## src/rtl/mem_ctrl_pkg.sv

```systemverilog
// Shared types and helpers for the on-chip memory access sequencer.
// Encodings are fixed so the exported debug state reads directly as a 2-bit code.
package mem_ctrl_pkg;

    typedef enum logic [1:0] {
        IDLE    = 2'd0,
        RD_WAIT = 2'd1,
        WRITE   = 2'd2,
        RESP    = 2'd3
    } stateT;

    typedef enum logic {
        G_I = 1'b0,
        G_D = 1'b1
    } granteeT;

    localparam logic [1:0] SZ_B = 2'b00;
    localparam logic [1:0] SZ_H = 2'b01;
    localparam logic [1:0] SZ_W = 2'b10;

    function automatic logic [63:0] alignAddr(input logic [63:0] addr);
        return {addr[63:2], 2'b00};
    endfunction

endpackage

```

## src/rtl/mem_lane_fmt.sv

```systemverilog
// Byte-lane formatter: extracts/extends sub-word loads and merges sub-word
// store data into a full memory word. Purely combinational.
module mem_lane_fmt
    import mem_ctrl_pkg::*;
(
    input  logic [31:0] word,
    input  logic [1:0]  lane,
    input  logic [1:0]  size,
    input  logic        isUnsigned,
    input  logic [31:0] wdata,
    output logic [31:0] loadData,
    output logic [31:0] mergedData
);

    logic [4:0]  shamt;
    logic [7:0]  byteVal;
    logic [15:0] halfVal;
    logic [31:0] mask;

    assign shamt = {lane, 3'b000};

    always_comb begin
        byteVal = 8'(word >> shamt);
        halfVal = 16'(word >> shamt);
        loadData = word;
        mask = 32'hFFFF_FFFF;
        case (size)
            SZ_B: begin
                loadData = {{24{~isUnsigned & byteVal[7]}}, byteVal};
                mask = 32'h0000_00FF << shamt;
            end
            SZ_H: begin
                loadData = {{16{~isUnsigned & halfVal[15]}}, halfVal};
                mask = 32'h0000_FFFF << shamt;
            end
            default: begin
                loadData = word;
                mask = 32'hFFFF_FFFF;
            end
        endcase
        mergedData = (word & ~mask) | ((wdata << shamt) & mask);
    end

endmodule

```

## src/rtl/mem_access_ctrl.sv

```systemverilog
// Arbitrates fetch and data ports onto the word-wide memory, sequencing
// read-modify-write for sub-word stores and formatting sub-word loads.
module mem_access_ctrl
    import mem_ctrl_pkg::*;
#(
    parameter int MEM_RD_LAT = 1,
    parameter int D_MAX      = 4
) (
    input  logic        Clk,
    input  logic        Reset_n,
    input  logic        IReq,
    input  logic [63:0] IAddr,
    output logic        IAck,
    output logic [31:0] IData,
    output logic        IErr,
    input  logic        DReq,
    input  logic        DWe,
    input  logic [1:0]  DSize,
    input  logic        DUnsigned,
    input  logic [63:0] DAddr,
    input  logic [31:0] DWdata,
    output logic        DAck,
    output logic [31:0] DRdata,
    output logic        DErr,
    output logic [63:0] MemRAddr,
    output logic [63:0] MemWAddr,
    output logic [31:0] MemWdata,
    output logic        MemWr,
    input  logic [31:0] MemRdata,
    output logic [1:0]  DbgState
);

    localparam int              CW       = $clog2(D_MAX + 1);
    localparam logic [CW-1:0]   D_MAX_C  = CW'(D_MAX);
    localparam logic [1:0]      LAT_LOAD = 2'(MEM_RD_LAT - 1);

    // Handshake: a requester raises Req with stable operands and holds them
    // until its one-cycle Ack; Ack, data and Err are valid only together.

    stateT         state, stateNext;
    granteeT       gnt;
    logic          opWe, opUns;
    logic [1:0]    opSize, opLane;
    logic [31:0]   opWdata;
    logic [CW-1:0] grantCnt;
    logic [1:0]    latCnt;
    logic          grantD, grantI, reqErr, capture;
    logic          fetchErr, dataErr;
    logic [31:0]   loadData, mergedData;

    assign DbgState = state;

    assign fetchErr = IAddr[1:0] != 2'b00;
    assign dataErr  = (DSize == 2'b11)
                    | ((DSize == SZ_H) & DAddr[0])
                    | ((DSize == SZ_W) & (DAddr[1:0] != 2'b00));

    always_ff @(posedge Clk or negedge Reset_n) begin
        if (!Reset_n) state <= IDLE;
        else          state <= stateNext;
    end

    always_comb begin
        stateNext = state;
        grantD    = 1'b0;
        grantI    = 1'b0;
        reqErr    = 1'b0;
        capture   = 1'b0;
        case (state)
            IDLE: begin
                // Data wins unless fetch has been starved for D_MAX grants.
                grantD = DReq & ~(IReq & (grantCnt == D_MAX_C));
                grantI = IReq & ~grantD;
                if (grantD || grantI) begin
                    reqErr = grantD ? dataErr : fetchErr;
                    if (reqErr)                                  stateNext = RESP;
                    else if (grantD && DWe && (DSize == SZ_W))   stateNext = WRITE;
                    else                                         stateNext = RD_WAIT;
                end
            end
            RD_WAIT: begin
                if (latCnt == 2'd0) begin
                    capture   = 1'b1;
                    stateNext = opWe ? WRITE : RESP;
                end
            end
            WRITE:   stateNext = RESP;
            RESP:    stateNext = IDLE;
            default: stateNext = IDLE;
        endcase
    end

    mem_lane_fmt laneFmt (
        .word       (MemRdata),
        .lane       (opLane),
        .size       (opSize),
        .isUnsigned (opUns),
        .wdata      (opWdata),
        .loadData   (loadData),
        .mergedData (mergedData)
    );

    always_ff @(posedge Clk or negedge Reset_n) begin
        if (!Reset_n) begin
            gnt      <= G_I;
            opWe     <= 1'b0;
            opUns    <= 1'b0;
            opSize   <= 2'b00;
            opLane   <= 2'b00;
            opWdata  <= 32'd0;
            grantCnt <= '0;
            latCnt   <= 2'd0;
            IAck     <= 1'b0;
            IData    <= 32'd0;
            IErr     <= 1'b0;
            DAck     <= 1'b0;
            DRdata   <= 32'd0;
            DErr     <= 1'b0;
            MemRAddr <= 64'd0;
            MemWAddr <= 64'd0;
            MemWdata <= 32'd0;
            MemWr    <= 1'b0;
        end else begin
            IAck   <= 1'b0;
            IData  <= 32'd0;
            IErr   <= 1'b0;
            DAck   <= 1'b0;
            DRdata <= 32'd0;
            DErr   <= 1'b0;
            MemWr  <= 1'b0;

            if (grantD || grantI) begin
                gnt      <= grantD ? G_D : G_I;
                opWe     <= grantD & DWe;
                opSize   <= grantD ? DSize : SZ_W;
                opUns    <= DUnsigned;
                opLane   <= grantD ? DAddr[1:0] : IAddr[1:0];
                opWdata  <= DWdata;
                latCnt   <= LAT_LOAD;
                grantCnt <= (grantD && IReq) ? grantCnt + 1'b1 : '0;
                if (reqErr) begin
                    if (grantD) begin
                        DAck <= 1'b1;
                        DErr <= 1'b1;
                    end else begin
                        IAck <= 1'b1;
                        IErr <= 1'b1;
                    end
                end else if (stateNext == WRITE) begin
                    MemWr    <= 1'b1;
                    MemWAddr <= alignAddr(DAddr);
                    MemWdata <= DWdata;
                end else begin
                    MemRAddr <= alignAddr(grantD ? DAddr : IAddr);
                    if (grantD && DWe) MemWAddr <= alignAddr(DAddr);
                end
            end

            if (state == RD_WAIT) begin
                if (!capture) begin
                    latCnt <= latCnt - 1'b1;
                end else if (opWe) begin
                    MemWr    <= 1'b1;
                    MemWdata <= mergedData;
                end else if (gnt == G_D) begin
                    DAck   <= 1'b1;
                    DRdata <= loadData;
                end else begin
                    IAck  <= 1'b1;
                    IData <= MemRdata;
                end
            end

            if (state == WRITE) DAck <= 1'b1;
        end
    end

endmodule

```

## config.mk

```make
export PLATFORM = sky130hd
export DESIGN_NAME = mem_access_ctrl
export DESIGN_NICKNAME = d
export VERILOG_FILES = /design/src/rtl/mem_ctrl_pkg.sv /design/src/rtl/mem_lane_fmt.sv /design/src/rtl/mem_access_ctrl.sv
export SDC_FILE = /design/constraint.sdc
export NUM_CORES = 1
export LEC_CHECK = 0
export BUFFER_PORTS_ARGS = -buffer_cell sky130_fd_sc_hd__buf_2
export CAP_MARGIN = 20
export CORE_ASPECT_RATIO = 0.9
export CORE_UTILIZATION = 45
export CTS_BUF_LIST = sky130_fd_sc_hd__clkbuf_8
export DETAILED_ROUTE_END_ITERATION = 8
export PLACE_DENSITY = 0.74
export SYNTH_ARGS = -nofsm -noshare
export SYNTH_HDL_FRONTEND = slang
export SYNTH_SLANG_ARGS = --single-unit
```

## constraint.sdc

```tcl
create_clock -name Clk -period 2.65 [get_ports Clk]
set_clock_uncertainty 0.15 [all_clocks]
set_input_delay 0.265 -clock Clk [delete_from_list [all_inputs] [get_ports Clk]]
set_output_delay 0.265 -clock Clk [all_outputs]
set_load 0.05 [all_outputs]
```

==> metrics.txt, run 1 <==
area delta synth->final=44.4%; via/cell ratio=5.41; die height=159 µm; CTS tree=yes; share of the synthesized area in the top cell type=54.7%; PD cells=1290 nW/µm²; GRT Util Overall=30.4%; Setup violations, final=0; Antenna Violating Nets Remaining=0; drt drc=0; CTS Root Cell=clkbuf_8; Tcrit/Tclk final=87.1%; Max clock buf depth=3; Critical Path Source Type=input port; Via Count=10.7k; Lkg Pwr=8.81 nW; most common cell in the synthesized netlist=dfrtp_1; Post-Syn Area=12400 µm²; setup bufs post-CTS=0; Tmin final=2.31 ns; Slew headroom=52.8%; pin count of the biggest net entering global routing=81; DRT iter0 DRCs=874; status=complete, no violations; 1st-pass router iterations=5; Fill cells=1891; global-route wire length before repair=66200 µm; Worst EP required=2.92 ns; routability cong.=0.961; number of global-route vias before repair=11.4k; #FFs+latches synth=271; Crit. End Element=flip-flop; max-cap violations=0; Setup TNS=0 ns; worst min path class=in -> reg; Cells after Synth=943; Fin. Hold Viols=0; CTS buffer count=47; post-detail-place hpwl=26900 µm; core area=27000 µm²; cell taking the most area after synthesis=dfrtp_1; synth top area cells=dfrtp_1 55%, mux2_2 21%, mux2i_1 5.9%, and2_1 1.7%, buf_6 1.6%; overall routed net length=42700 µm; Crit path arrival time=2.58 ns; Ports=431; Fin Hold WS=0.152 ns; peak supply drop=1.17 mV; post-synthesis sequential area ratio=54.7%; H-tree Lvls=2; grt ovf=0; Post-synth EDFFs=0; worst-path maximum fanout=5; DR WL/cell=21.6 µm; clk_lat worst skew=0.56 ns; top post-synthesis cells by count=271 x dfrtp_1, 229 x mux2_2, 73 x mux2i_1, 39 x nand2_1; final core utilization=66.2%; CP Class=in -> reg; library cells used by synthesis=52; Die Wd=177 µm; Std-Cell Rows=57; port bufs=426; Final nets=1792; worst-margin pin slew=0.709 ns; CTS clk-pin slew, worst paths=0.06 ns; Post-synth ARST share=100%; layout cell share with drive strength beyond 1=47.6%; most common flop cell mapped by yosys=dfrtp_1; overall power=23.0 mW; Synth Warn #=0; unrepaired setup endpoints after global routing=false; Die ar.=28200 µm²; Slew Limit Fails=0; clk sink count=271; Max Freq=433 MHz; Mean Syn Cell Area=13.1 µm²; post-CTS sizing=0; Initial Utilization=45.9%; initial antenna violation count=1
==> final timing paths <==
kind                         startpoint  depth (start not counted)           end  slack (ns)
max in group asynchronous       Reset_n                          3   opWdata[31]        1.43
min in group asynchronous       Reset_n                          2  MemWAddr[47]        0.16
setup reg to reg            grantCnt[0]                          7     opLane[0]        0.37
setup / recovery               DSize[0]                          6          DErr        0.34
hold reg to reg            MemRAddr[12]                          1  MemRAddr[12]        0.34
hold / removal                 DAddr[0]                          4         MemWr        0.15
==> layout by cell type (no fill, tap or decap), types with 3 or more instances in the layout <==
master	count
clkinv_2	3
a211oi_1	9
nor2b_1	3
clkbuf_8	62
a222oi_1	4
a311oi_1	3
nand3_1	16
mux2_1	5
dfrtp_1	270
conb_1	4
nand2_1	38
dlygate4sd3_1	202
a22oi_1	10
inv_1	21
mux2_2	229
a221oi_1	7
mux2i_1	73
a21o_1	17
buf_4	20
a21oi_1	34
buf_2	425
ha_1	3
o22ai_1	15
and2_1	34
nor3b_1	8
buf_12	8
nand2b_1	6
nor2_1	23
o21ai_0	25
or2_2	7
a41oi_1	3
==> report_power, final <==
| part | switching [mW] | leakage [nW] | internal, mW |
|---|---|---|---|
| clock network | 1.77 | 0.557 | 2.18 |
| registers | 1.14 | 3.38 | 5.85 |
| logic | 8.37 | 4.86 | 3.71 |
| total | 11.3 | 8.81 | 11.7 |
==> timing repair <==
item,in CTS,in global routing
endpoints found under the hold margin,337,0
setup endpoints to repair,0,0
hold buffers,202,0
==> sequential cells by signal (all words and copies together) (netlist names) <==
signal    flops
DAck          1
DErr          1
DRdata       32
DbgState      2
IAck          1
IData        32
IErr          1
MemRAddr     62
MemWAddr     62
MemWdata     32
MemWr         1
gnt           1
grantCnt      3
latCnt        2
opLane        2
opSize        2
opUns         1
opWdata      32
opWe          1
==> layout make-up <==
| type | instances | area [µm²] | share of cell area [%] |
|---|---|---|---|
| diodes | 1 | 2.50 | 0.0140 |
| clock buffers | 62 | 853 | 4.77 |
| clock inverters | 22 | 120 | 0.671 |
| inverters | 7 | 26.3 | 0.147 |
| multi-input cells | 606 | 5200 | 29.0 |
| flip-flops and latches | 271 | 6780 | 37.9 |
| well taps | 354 | 443 | 2.47 |
| repair buffers | 656 | 4470 | 25.0 |
==> metal layers <==
| metal | up-vias | global-route usage (%) | wire, µm |
|---|---|---|---|
| met1 | 5261 | 38.8 | 17200 |
| met2 | 599 | 49.3 | 20500 |
| li1 | 4707 | - | - |
| met5 | - | 0 | 0 |
| met3 | 145 | 7.14 | 3150 |
| met4 | 0 | 13.1 | 1850 |
==> critical path: stages <==
cell           delay (ns)
dlygate4sd3_1        0.55
buf_2                0.17
nor3_2               0.32
dlygate4sd3_1        0.62
nor3_1               0.06
dlygate4sd3_1        0.59
==> cells by family (layout without fill, tap and decap cells) <==
| logic type | Yosys count | count (layout) | synth area share, % |
|---|---|---|---|
| buffers and inverters | 69 | 747 | 3.62 |
| other | 1 | 5 | 0.0303 |
| AND/OR/NAND/NOR | 150 | 150 | 6.40 |
| multiplexers | 307 | 307 | 27.2 |
| AO/OA/AOI/OAI | 142 | 142 | 7.76 |
| flip-flops | 271 | 271 | 54.7 |
| adder cells (fa/ha/maj) | 3 | 3 | 0.303 |
==> stage by stage <==
stage	worst slack (ns)	instances	cell area, µm²
after floorplan	0.473	946	12400
after detailed placement	0.454	1692	14900
after global routing	0.260	1979	17900
after global placement	0.494	1692	14900
final	0.342	1979	17900
after CTS	0.379	1978	17900
No activity file was read; power rests on OpenSTA's default activity.
==> run 2: changes to the inputs <==
- ABC_AREA: default -> 1
==> metrics.txt, run 2 <==
status=complete, no violations; GRT Util Overall=32.1%; Antenna Violating Nets Remaining=0; global-route wire length before repair=68800 µm; Post-Syn Area=12200 µm²; gr busiest metal=met2; worst-margin pin slew=0.769 ns; cell taking the most area after synthesis=dfrtp_1; DR WL/cell=19.2 µm; Std-Cell Rows=56; CTS buffer count=45; Worst EP required=2.92 ns; clk_lat worst skew=0.54 ns; Max clock buf depth=3; CP Class=reg -> reg; Synth Warn #=0; Fill cells=2056; #FFs+latches synth=271; Lkg Pwr=9.57 nW; grt ovf=0; Ports=431; internal power=10.5 mW; CTS Root Cell=clkbuf_8; synth top area cells=dfrtp_1 55%, nand2_1 11%, o21ai_0 8.1%, inv_1 5.0%, o21ai_1 3.2%; Fin Hold WS=0.128 ns; Psw=11.1 mW; post-synthesis sequential area ratio=55.4%; PD cells=1220 nW/µm²; Clock Power Share=16.9%; M1 GR Usage=40.0%; Placement Setup Slack=0.410 ns; peak supply drop=0.847 mV; Crit path arrival time=2.69 ns; Tmin final=2.42 ns; combinational fraction of design power=52.2%; overall routed net length=46700 µm; Fin. Hold Viols=0; layout cell share with drive strength beyond 1=27.4%; Die ar.=27900 µm²; post-detail-place hpwl=30700 µm; commonest non-fill, non-tap cells in the layout=425 x buf_2, 361 x nand2_1, 270 x dfrtp_1; Slew Limit Fails=0; Post-synth EDFFs=0; share of the synthesized area in the top cell type=55.4%; Slew headroom=48.7%; Tcrit/Tclk final=91.5%; Final nets=2261; grt met2 use=51.3%; Max Freq=413 MHz; H-tree Lvls=2; Net Sw Frac=51.3%; Crit. End Element=flip-flop; area of the multi-input gates=4310 µm²; most common cell in the synthesized netlist=nand2_1; via/cell ratio=5.25; CTS tree=yes; max-cap violations=0; DRT iter0 DRCs=1110; register area=6780 µm²; Cells after Synth=1423; Die Wd=176 µm; Mean Syn Cell Area=8.60 µm²; Post-synth ARST share=100%; largest registers=MemRAddr (62), MemWAddr (62); commonest non-fill, non-tap cell in the layout=buf_2; Setup violations, final=0; initial antenna violation count=3; clk sink count=271; pin count of the biggest net entering global routing=131; Initial Utilization=46.3%; drt drc=0; port bufs=426; final worst slack=0.226 ns; sequential share of power=30.8%; core area=26400 µm²; GR met3 Demand/Resource=8.64%; library cells used by synthesis=41; 1st-pass router iterations=5; number of global-route vias before repair=12.5k; most common flop cell mapped by yosys=dfrtp_1; top post-synthesis cells by count=362 x nand2_1, 271 x dfrtp_1, 198 x o21ai_0, 164 x inv_1, 78 x o21ai_1; area delta synth->final=44.7%; routability cong.=0.952; Critical Path Source Type=flip-flop; worst min path class=in -> async; CTS clk-pin slew, worst paths=0.06 ns; Via Count=12.8k; worst-path maximum fanout=16; Setup TNS=0 ns; die height=158 µm; unrepaired setup endpoints after global routing=false
## run 2: cell count changes in the layout (fill, tap and decap cells not counted), sizes merged, moves of 27 or more
| cell | before | now |
|---|---|---|
| inv | 22 | 189 |
| o21ai | 26 | 279 |
| nor2 | 24 | 94 |
| o211ai | 2 | 29 |
| nand2 | 39 | 369 |
| mux2i | 73 | 0 |
| and2 | 34 | 0 |
| mux2 | 234 | 0 |
## run 2: critical path, cell delays in order (launching register included)
cell           delay [ns]
dfrtp_1              0.39
inv_2                0.28
buf_4                0.25
nand2_1              0.09
nand2_2              0.23
o21ai_0              0.15
o211ai_1             0.11
nand2_1              0.08
dlygate4sd3_1        0.56
## run 2: area by class of cell
class                           instances  area share, %
Inverter                              174           3.69
Clock inverter                         18          0.544
Sequential cell                       271           38.3
Multi-Input combinational cell        893           24.3
Tap cell                              348           2.46
Timing Repair Buffer                  673           26.2
Clock buffer                           57           4.43
Antenna cell                            1         0.0141
## run 2: power groups by stage
stage	Clock, mW	Combinational [mW]	Sequential (mW)
2_1_floorplan	0	3.51	10.9
3_3_place_gp	0	10.5	6.61
3_5_place_dp	0	10.7	6.66
4_1_cts	3.70	11.1	6.61
5_1_grt	3.88	12.0	6.81
6_report	3.65	11.3	6.66
## run 2: per-layer routing
layer / part of all wire [%] / vias to the layer above
met3: 10 / 165
met4: 4.8 / 2
met2: 46 / 796
met1: 39 / 5959
met5: 0.024 / -
li1: - / 5858
## run 2: path summary, 6_finish.rpt
path,start,to,slack [ns],cells past startpoint
max,opLane[1],MemWdata[9],0.23,8
min,Reset_n,MemWAddr[49],0.13,2
max reg2reg,opLane[1],MemWdata[9],0.23,8
min reg2reg,opWdata[27],opWdata[27],0.33,2
max in group asynchronous,Reset_n,MemRAddr[13],1.48,3
min in group Clk,DReq,DbgState[0],0.20,4
## run 2: cell families after synthesis
logic type,synth area share [%]
AND/OR/NAND/NOR,15.8
adder cells (fa/ha/maj),0.307
flip-flops,55.4
XOR/XNOR,0.0716
other,0.0306
AO/OA/AOI/OAI,18.8
buffers and inverters,9.55
## run 2: timing repair
item                       4_1_cts  5_1_grt
hold endpoints to repair       327        0
setup endpoints to repair        0       10
buffers inserted                 0        2
hold buffers                   207        0
gates resized for setup          0        4
## run 2: per-stage QoR
| stage | total power [mW] | utilization [%] | cell area, µm² | cells |
|---|---|---|---|---|
| CTS | 21.4 | 66.6 | 17600 | 2428 |
| global route | 22.7 | 67.0 | 17700 | 2435 |
| finish | 21.6 | 67.0 | 17700 | 2435 |
| floorplan | 14.4 | - | 12200 | 1426 |
| global placement | 17.2 | 55.5 | 14600 | 2146 |
| detailed placement | 17.4 | 55.5 | 14600 | 2146 |
==> run 3: changes to the inputs <==
- REMOVE_ABC_BUFFERS: default -> 1
==> metrics.txt, run 3 (synthesis gave the netlist of run 2 again) <==
CTS tree=yes; status=complete, no violations; Fill cells=2058; CTS Root Cell=clkbuf_8; H-tree Lvls=2; peak supply drop=0.762 mV; PD cells=1210 nW/µm²; commonest non-fill, non-tap cell in the layout=buf_2; DRT iter0 DRCs=1248; largest registers=MemRAddr (62), MemWAddr (62); clk sink count=271; Slew Limit Fails=0; reg-to-reg slack, setup=0.16 ns; Lkg Pwr=9.49 nW; pin count of the biggest net entering global routing=135; Slew headroom=47.2%; via/cell ratio=5.27; drt drc=0; number of global-route vias before repair=12.7k; port bufs=426; unrepaired setup endpoints after global routing=false; routability cong.=0.935; gr busiest metal=met2; non-filler cells, final=2428; Crit path arrival time=2.76 ns; grt met2 use=50.0%; Via Count=12.8k; Ports=431; Setup TNS=0 ns; Antenna Violating Nets Remaining=0; setup bufs post-CTS=0; clk_lat worst skew=0.55 ns; Tcrit/Tclk final=93.9%; Initial Utilization=46.3%; global-route wire length before repair=67900 µm; CTS clk-pin slew, worst paths=0.06 ns; Die ar.=27900 µm²; die height=158 µm; M1 GR Usage=39.3%; Std-Cell Rows=56; max-cap violations=0; Crit. End Element=flip-flop; GR met3 Demand/Resource=8.38%; GRT Util Overall=31.6%; reg2reg end=MemRAddr[43]; path depth of the worst reg2reg path=10; CTS buffer count=45; Tmin final=2.49 ns; Max Freq=402 MHz; worst setup path end=MemRAddr[43]; area delta synth->final=43.6%; Die Wd=176 µm; commonest non-fill, non-tap cells in the layout=425 x buf_2, 362 x nand2_1, 271 x dfrtp_1; worst-path maximum fanout=34; Max clock buf depth=3; post-detail-place hpwl=29700 µm; worst min path class=in -> reg; DR WL/cell=18.7 µm; DP Cell Count=2144; 1st-pass router iterations=8; Final nets=2252; Setup violations, final=0; overall routed net length=45300 µm; initial antenna violation count=5; layout cell share with drive strength beyond 1=27.0%; grt ovf=0; Critical R2R Launch=grantCnt[0]; core area=26400 µm²; Critical Path Source Type=flip-flop; Worst EP required=2.92 ns; worst-margin pin slew=0.791 ns; CP Class=reg -> reg; Fin. Hold Viols=0; Critical Path Start=grantCnt[0]
## run 3: changes by cell type in the layout (fill, tap and decap cells not counted), moves of 2 or more
cell	previous run	this run
clkbuf_16	3	1
buf_4	30	21
dlygate4sd3_1	207	204
clkbuf_8	57	51
diode_2	1	5
buf_12	5	10
inv_1	179	181
clkinvlp_4	0	2
## run 3: layer usage
metal  part of all wire, %  vias to the layer above
met5                     0                        -
met1                    39                     5972
met2                    46                      789
li1                      -                     5838
met3                   9.5                      185
met4                   5.5                        0
## run 3: what timing repair did
| item | CTS | global route |
|---|---|---|
| endpoints found under the hold margin | 529 | 0 |
| hold buffers | 204 | 0 |
| setup endpoints to repair | 0 | 5 |
| resized for setup | 0 | 2 |
## run 3: area by class of cell
type                       instances  area, µm²  area share [%]
clock buffer                      51        702            3.99
inverter                         174        653            3.72
multi-input combinational        893       4310            24.5
tap                              348        435            2.48
sequential                       271       6780            38.6
timing repair buffer             664       4590            26.1
antenna                            5       12.5          0.0712
clock inverter                    22       93.8           0.534
## run 3: how the worst min path moves through the flow
stage            start           to  depth (start not counted)  slack [ns]
6_report          DReq  DbgState[0]                          4        0.18
5_1_grt           DReq  DbgState[1]                          5        0.21
4_1_cts           DReq  DbgState[1]                          5        0.15
3_5_place_dp   Reset_n    IData[24]                          1       -0.08
3_3_place_gp   Reset_n    IData[24]                          1       -0.08
2_1_floorplan  Reset_n         DAck                          0       -0.18
## run 3: where the power goes
group | internal (mW) | switching (mW)
registers | 5.71 | 0.952
clock network | 1.74 | 1.64
logic | 2.74 | 8.44
total | 10.2 | 11.0
## run 3: worst max-delay path, stage by stage, from the launching register on
cell and delay [ns]:
dfrtp_1 0.39, inv_1 0.06, ha_1 0.19, nand3_1 0.08
nand2_2 0.11, nor2_4 0.23, clkbuf_16 0.29, nand2_1 0.09
o21ai_0 0.09, dlygate4sd3_1 0.58, o21ai_1 0.08
## run 3: stage by stage
step / total power [mW] / instance area (µm²) / setup WS [ns] / hold slack (ns) / utilization (%)
2_1_floorplan: 14.2 / 11700 / -2.00 / -0.181 / -
6_report: 21.2 / 17600 / 0.161 / 0.175 / 66.5
4_1_cts: 21.0 / 17500 / 0.0848 / 0.150 / 66.4
5_1_grt: 22.3 / 17600 / 0.0487 / 0.209 / 66.5
3_5_place_dp: 17.4 / 14700 / 0.324 / -0.0814 / 55.6
3_3_place_gp: 17.1 / 14700 / 0.437 / -0.0793 / 55.6
